$ cat config.mk
export PLATFORM = sky130hd
export DESIGN_NAME = mem_access_ctrl
export DESIGN_NICKNAME = d
export VERILOG_FILES = /design/src/rtl/mem_access_ctrl.sv
export SDC_FILE = /design/constraint.sdc
export NUM_CORES = 1
export LEC_CHECK = 0
export CAP_MARGIN = 10
export CORE_MARGIN = 3
export CORE_UTILIZATION = 41
export DETAILED_ROUTE_END_ITERATION = 10
export HOLD_SLACK_MARGIN = 0.1
export PLACE_DENSITY = 0.78
export REMOVE_ABC_BUFFERS = 1
export SLEW_MARGIN = 20
export SYNTH_ARGS = -nofsm -noshare
export SYNTH_HDL_FRONTEND = slang
export SYNTH_SLANG_ARGS = --single-unit
$ cat constraint.sdc
create_clock -name clk -period 4.4 [get_ports clk]
set_input_delay 0.66 -clock clk [delete_from_list [all_inputs] [get_ports clk]]
set_output_delay 0.66 -clock clk [all_outputs]
set_load 0.05 [all_outputs]
$ cat src/rtl/mem_access_ctrl.sv
// mem_access_ctrl: MEM-stage load/store bus sequencer with pipeline stall, held load data and stall counter
module mem_access_ctrl #(
  parameter int ADDR_W = 32,
  parameter int DATA_W = 32
) (
  input  logic                clk,
  input  logic                rst,
  input  logic [1:0]          mem_type,
  input  logic [ADDR_W-1:0]   mem_addr,
  input  logic [DATA_W-1:0]   mem_wdata,
  input  logic [DATA_W/8-1:0] mem_wstrb,
  input  logic                exp_detect,
  input  logic                en_ex_mem,
  input  logic                en_mem_wb,
  output logic                data_req,
  output logic                data_wr,
  output logic [ADDR_W-1:0]   data_addr,
  output logic [DATA_W-1:0]   data_wdata,
  output logic [DATA_W/8-1:0] data_wstrb,
  input  logic                data_addr_ok,
  input  logic                data_data_ok,
  input  logic [DATA_W-1:0]   data_rdata,
  output logic                mem_stall,
  output logic [DATA_W-1:0]   mem_rdata,
  output logic [31:0]         stall_cycles
);
  localparam logic [1:0] MEM_LOAD = 2'd1, MEM_STOR = 2'd2;
  typedef enum logic [1:0] {IDLE, REQ, WAIT, DONE} state_t;
  state_t state;
  logic armed, issue, capture;
  logic [DATA_W-1:0] rdata_q;
  always_comb begin
    issue = state == IDLE && armed && (mem_type == MEM_LOAD || mem_type == MEM_STOR) && !exp_detect;
    capture = (state == REQ && data_addr_ok && data_data_ok) || (state == WAIT && data_data_ok);
    mem_stall = issue || state == REQ || state == WAIT;
  end
  assign mem_rdata = rdata_q;
  always_ff @(posedge clk) begin
    if (rst) begin
      state <= IDLE;
      armed <= 1'b0;
      data_req <= 1'b0;
      data_wr <= 1'b0;
      data_addr <= '0;
      data_wdata <= '0;
      data_wstrb <= '0;
      rdata_q <= '0;
      stall_cycles <= '0;
    end else begin
      armed <= en_ex_mem || (armed && !issue);
      stall_cycles <= stall_cycles + 32'(mem_stall);
      if (capture) rdata_q <= data_rdata;
      case (state)
        IDLE: if (issue) begin
          state <= REQ;
          data_req <= 1'b1;
          data_wr <= mem_type == MEM_STOR;
          data_addr <= mem_addr;
          data_wdata <= mem_wdata;
          data_wstrb <= mem_wstrb;
        end
        REQ: if (data_addr_ok) begin
          data_req <= 1'b0;
          state <= data_data_ok ? DONE : WAIT;
        end
        WAIT: if (data_data_ok) state <= DONE;
        DONE: if (en_mem_wb) state <= IDLE;
      endcase
    end
  end
endmodule

Word level (Yosys, flattened, before mapping):

Index checks and enable logic that the tools add are counted.

* logic and storage cells: 47
* input port bits: 109
* register bits: 137
* output and inout port bits: 135

* reductions and logical operators: 19
* equality and inequality tests: 9
* add/subtract/negate cells: 1
* muxes and demuxes: 9

Operator list (number)
* $add A32 B1 Y32: 1
* $mux W2: 4
* $ne A2 B2 Y1 const B: 4
* $pmux W2 S4: 1
* $logic_and A1 B1 Y1: 7
* $eq A2 B2 Y1 const B: 3
* $logic_or A1 B1 Y1: 5
* $eq A2 B1 Y1 const B: 2
* $reduce_and A4 Y1: 1
* $mux W1: 3
* $reduce_and A3 Y1: 1
* $logic_not A1 Y1: 2
* $logic_not A2 Y1: 1
* $pmux W1 S2: 1
* $reduce_and A2 Y1: 1
* $reduce_bool A2 Y1: 1

Longest topological paths before layout:

* depth after elaboration: 7
* gate-level depth with buffers: 13
* mapped depth without buffers: 10

Least setup slack after synthesis:

OpenSTA, ideal clock, no wires.

* kind: in2reg
* start: in mem_type[0]
* end: reg stall_cycles[26]
* path slack: 0.391 ns
* setup time: 0.121 ns
* path buffers: 3
* data arrival time: 3.888 ns
* stages on the path: 13
* path through: inv_1 -> ha_1 -> nor4bb_1 -> clkbuf_1 -> clkbuf_1 -> or3_1 -> ha_1 -> ha_1 -> and4_1 -> clkbuf_1 -> nand4_1 -> nor4_1 -> mux2_2

* word-level cells in the longest chain between the ends: 7
* elaborated cells on any way between the ends: 8

Ends and longest elaborated chain
* start, declared: line 8 `input logic [1:0] mem_type,`
* $eq A2 B1 Y1 or $eq A2 B2 Y1 (tied branches): line 33 `issue = state == IDLE && armed && (mem_type == MEM_LOAD || mem_type == MEM_STOR) && !exp_detect;`
* $logic_or A1 B1 Y1 *: line 33
* $logic_and A1 B1 Y1 * (2 in series): line 33
* $logic_or A1 B1 Y1 * (2 in series): line 35 `mem_stall = issue || state == REQ || state == WAIT;`
* net mem_stall: line 23 `output logic mem_stall,`
* $add A32 B1 Y32 *: line 51 `stall_cycles <= stall_cycles + 32'(mem_stall);`
* end signal, assigned: line 51
* end, declared: line 25 `output logic [31:0] stall_cycles`

Mark *: on every way through the listed nets, which the timed path passes. The rest lies on a longest branch.
A chain may end at the register's enable or synchronous reset.

Worst setup path in the final report:

* start: in mem_type[0]
* end: reg stall_cycles[25]

* word-level cells in the longest chain between the ends: 7
* elaborated cells on any way between the ends: 8

Ends and longest elaborated chain (line)
* $eq A2 B1 Y1 or $eq A2 B2 Y1 (tied branches): 33
* $logic_or A1 B1 Y1 *: 33
* $logic_and A1 B1 Y1 * (2 in series): 33
* $logic_or A1 B1 Y1 * (2 in series): 35
* $add A32 B1 Y32 *: 51

Every way passes the cells marked *; elsewhere a longest branch is shown, timed or not.

==> out/qor.txt <==
status: finished, final reports clean
worst skew pair latency: 0.42 ns
final setup vio count: 0
Initial Util: 0.428
post-route setup slack: 0.840 ns
DRC viols: 0
DP HPWL: 11.1 mm
most common cell in the synthesized netlist: nand2_1
Total Die Area: 0.0142 mm2
Post-DRT Antenna Nets: 0
crit end category: register
Die X-Extent: 119 um
routed wl met3: 1.29 mm
drt total wl: 15.8 mm
clock power share: 0.388
number of flops mapped to enable cells by yosys: 0
setup bufs post-CTS: 0
Max Cap Viol: 0
ranking of synthesized cells by area: dfxtp_1 52%, nand2_1 15%, a21oi_1 11%, clkbuf_1 2.5%, ha_1 2.1%
Setup WS pre-CTS: 0.448 ns
leak pwr: 2.84 nW
power density cells: 417 mW/mm2
Sw Pwr: 1.03 mW
maximum root-to-sink buffer count: 2
CTS tree: yes
Hold Path Class: reg2reg
Crit path largest cell delay: 0.74 ns
Sw Share: 0.295
largest net degree at the start of global routing: 85
hold buffers post-CTS: 0
Synth area leader: dfxtp_1
Tcrit/Tclk final: 0.809
minimum clock period: 3.56 ns
GP Congestion: 0.787
Buf+Inv Stages, Crit Path: 2
DR top layer: met4
routed via count: 5311
Slew @ Worst Pin: 1.03 ns
vias in the first global route: 5177
Post-Syn Instances: 648
WP data required: 4.70 ns
layout cells sized above 1: 0.0544
fin util: 0.681
Seq pwr share: 0.391
Pint: 2.45 mW
Fmax: 0.281 GHz
synth cell count leaders: 214 x nand2_1, 137 x dfxtp_1, 120 x a21oi_1
crit-path leading delay family: simple AND/OR/NAND/NOR gates
most frequent CP cell: ha_1
ys async rst share: 0
Worst-path clk slew: 0.05 ns
#FFs+latches synth: 137
critical-path cell list: clkdlybuf4s50_1 -> inv_1 -> ha_1 -> nor4bb_4 -> or3_1 -> ha_1 -> nand2_1 -> or4_1 -> nor4_1 -> mux2_2
Core Area: 0.0123 mm2
routed length per placed instance: 15.0 um
Ant. Diodes: 0
root buf cell: clkbuf_16
Yosys cell types: 37
Post-Synthesis Cell Area: 0.00525 mm2
syn avg cell area: 8.10 um2
1st-iter DRT viols: 364
grt ovf: 0
top_reg_cell synth: dfxtp_1
Max VDD drop: 0.301 mV
Met1 Wirelength: 6.08 mm
top cell type's share of synthesized area: 0.522
first-pass GRT wire length: 25.5 mm
initial antenna violation count: 0
drt pass-1 iters: 4
final net count: 988
RSZ-0062 raised after global routing: false
Max-slew headroom: 0.314
Logic pwr share: 0.221
vias per cell: 5.05
cts bufs inserted: 17
hold_ws: 0.450 ns
# resized after CTS: 0
critical path peak fanout: 20
Critical Path Start Type: primary input
Total GRT Usage: 0.221
IO Pins: 244
Synthesis Warnings: 0
H-tree level count: 4
final number of hold-violating endpoints: 0
met2 routed WL: 8.01 mm
Final Skew: 0.00609 ns
Worst path slowest cell: or4_1
Die H: 119 um
clock sink count: 137
area grow syn2layout: 58.9%
I/O Buffers: 243
Worst EP arrival: 3.86 ns
Slew Viols, Final: 0
setup TNS: 0 ns
worst setup path class: in2reg
sequential share of the synthesized area: 0.522
Std-Cell Rows: 40
==> tightest hold or removal path, cell delays in order, from the launching register on <==
cell	delay [ns]
dfxtp_1	0.30
nand2_1	0.05
a21oi_1	0.05
==> cell families after synthesis <==
kind of cell | share of synthesized area
simple gates | 0.246
compound gates | 0.148
flops | 0.522
buf+inv | 0.0388
xor+xnor | 0.0150
fa+ha+maj | 0.0214
mux | 0.00834
==> layer usage <==
layer / track usage / up-vias
met3: 0.0888 / 28
met1: 0.238 / 2499
met4: 0.0898 / 0
met2: 0.383 / 172
li1: - / 2612
met5: 0 / -
==> area by class of cell <==
class                   count  area, um2
clock inverters             8       67.6
flip-flops and latches    137       2740
repair buffers            246       2450
multi-input cells         459       2340
well taps                 168        210
clock buffers              24        502
inverters                   9       33.8
fillers                   984       3920
==> sequential cells by signal, summed over array words and instances (netlist names) <==
| name | cells |
|---|---|
| data_addr | 32 |
| data_wdata | 32 |
| mem_rdata | 32 |
| stall_cycles | 32 |
| data_wstrb | 4 |
| state | 2 |
| armed | 1 |
| data_req | 1 |
| data_wr | 1 |
==> cells in the final DEF, fill, tap and decap left out, drive strengths merged, types with 2 or more instances in the layout <==
master           n
nand4            7
buf              4
nor2            16
clkinv           6
nor2b            8
or3              9
ha               9
a21oi          120
or4             13
clkbuf          24
xor2             4
nor4             3
nor3             2
and2             2
o21ai            9
o31ai           11
nand2          214
inv              9
mux2             3
and4             5
clkdlybuf4s50  242
nand3           11
dfxtp          137
xnor2            5
==> power by group through the flow <==
stage          Combinational (mW)  Sequential (mW)  Clock, mW
2_1_floorplan               0.208             1.62          0
3_3_place_gp                0.757             1.38          0
4_1_cts                     0.775             1.36       1.38
3_5_place_dp                0.770             1.39          0
6_report                    0.770             1.36       1.35
5_1_grt                     0.829             1.37       1.43
==> per-stage QoR <==
stage	total power, mW	std cells	instance area, um2
4_1_cts	3.52	1051	8340
3_3_place_gp	2.14	1019	7770
6_report	3.48	1051	8340
5_1_grt	3.63	1051	8340
2_1_floorplan	1.83	605	5080
3_5_place_dp	2.16	1019	7770
==> worst paths after layout <==
check	cells past startpoint	startpoint	slack, ns	to
setup / recovery	10	mem_type[0]	0.84	stall_cycles[25]
hold / removal	2	mem_rdata[24]	0.45	mem_rdata[24]
setup reg to reg	9	state[0]	1.10	stall_cycles[25]
hold reg to reg	2	mem_rdata[24]	0.45	mem_rdata[24]
Note: power is estimated with default switching activity, not from simulation.
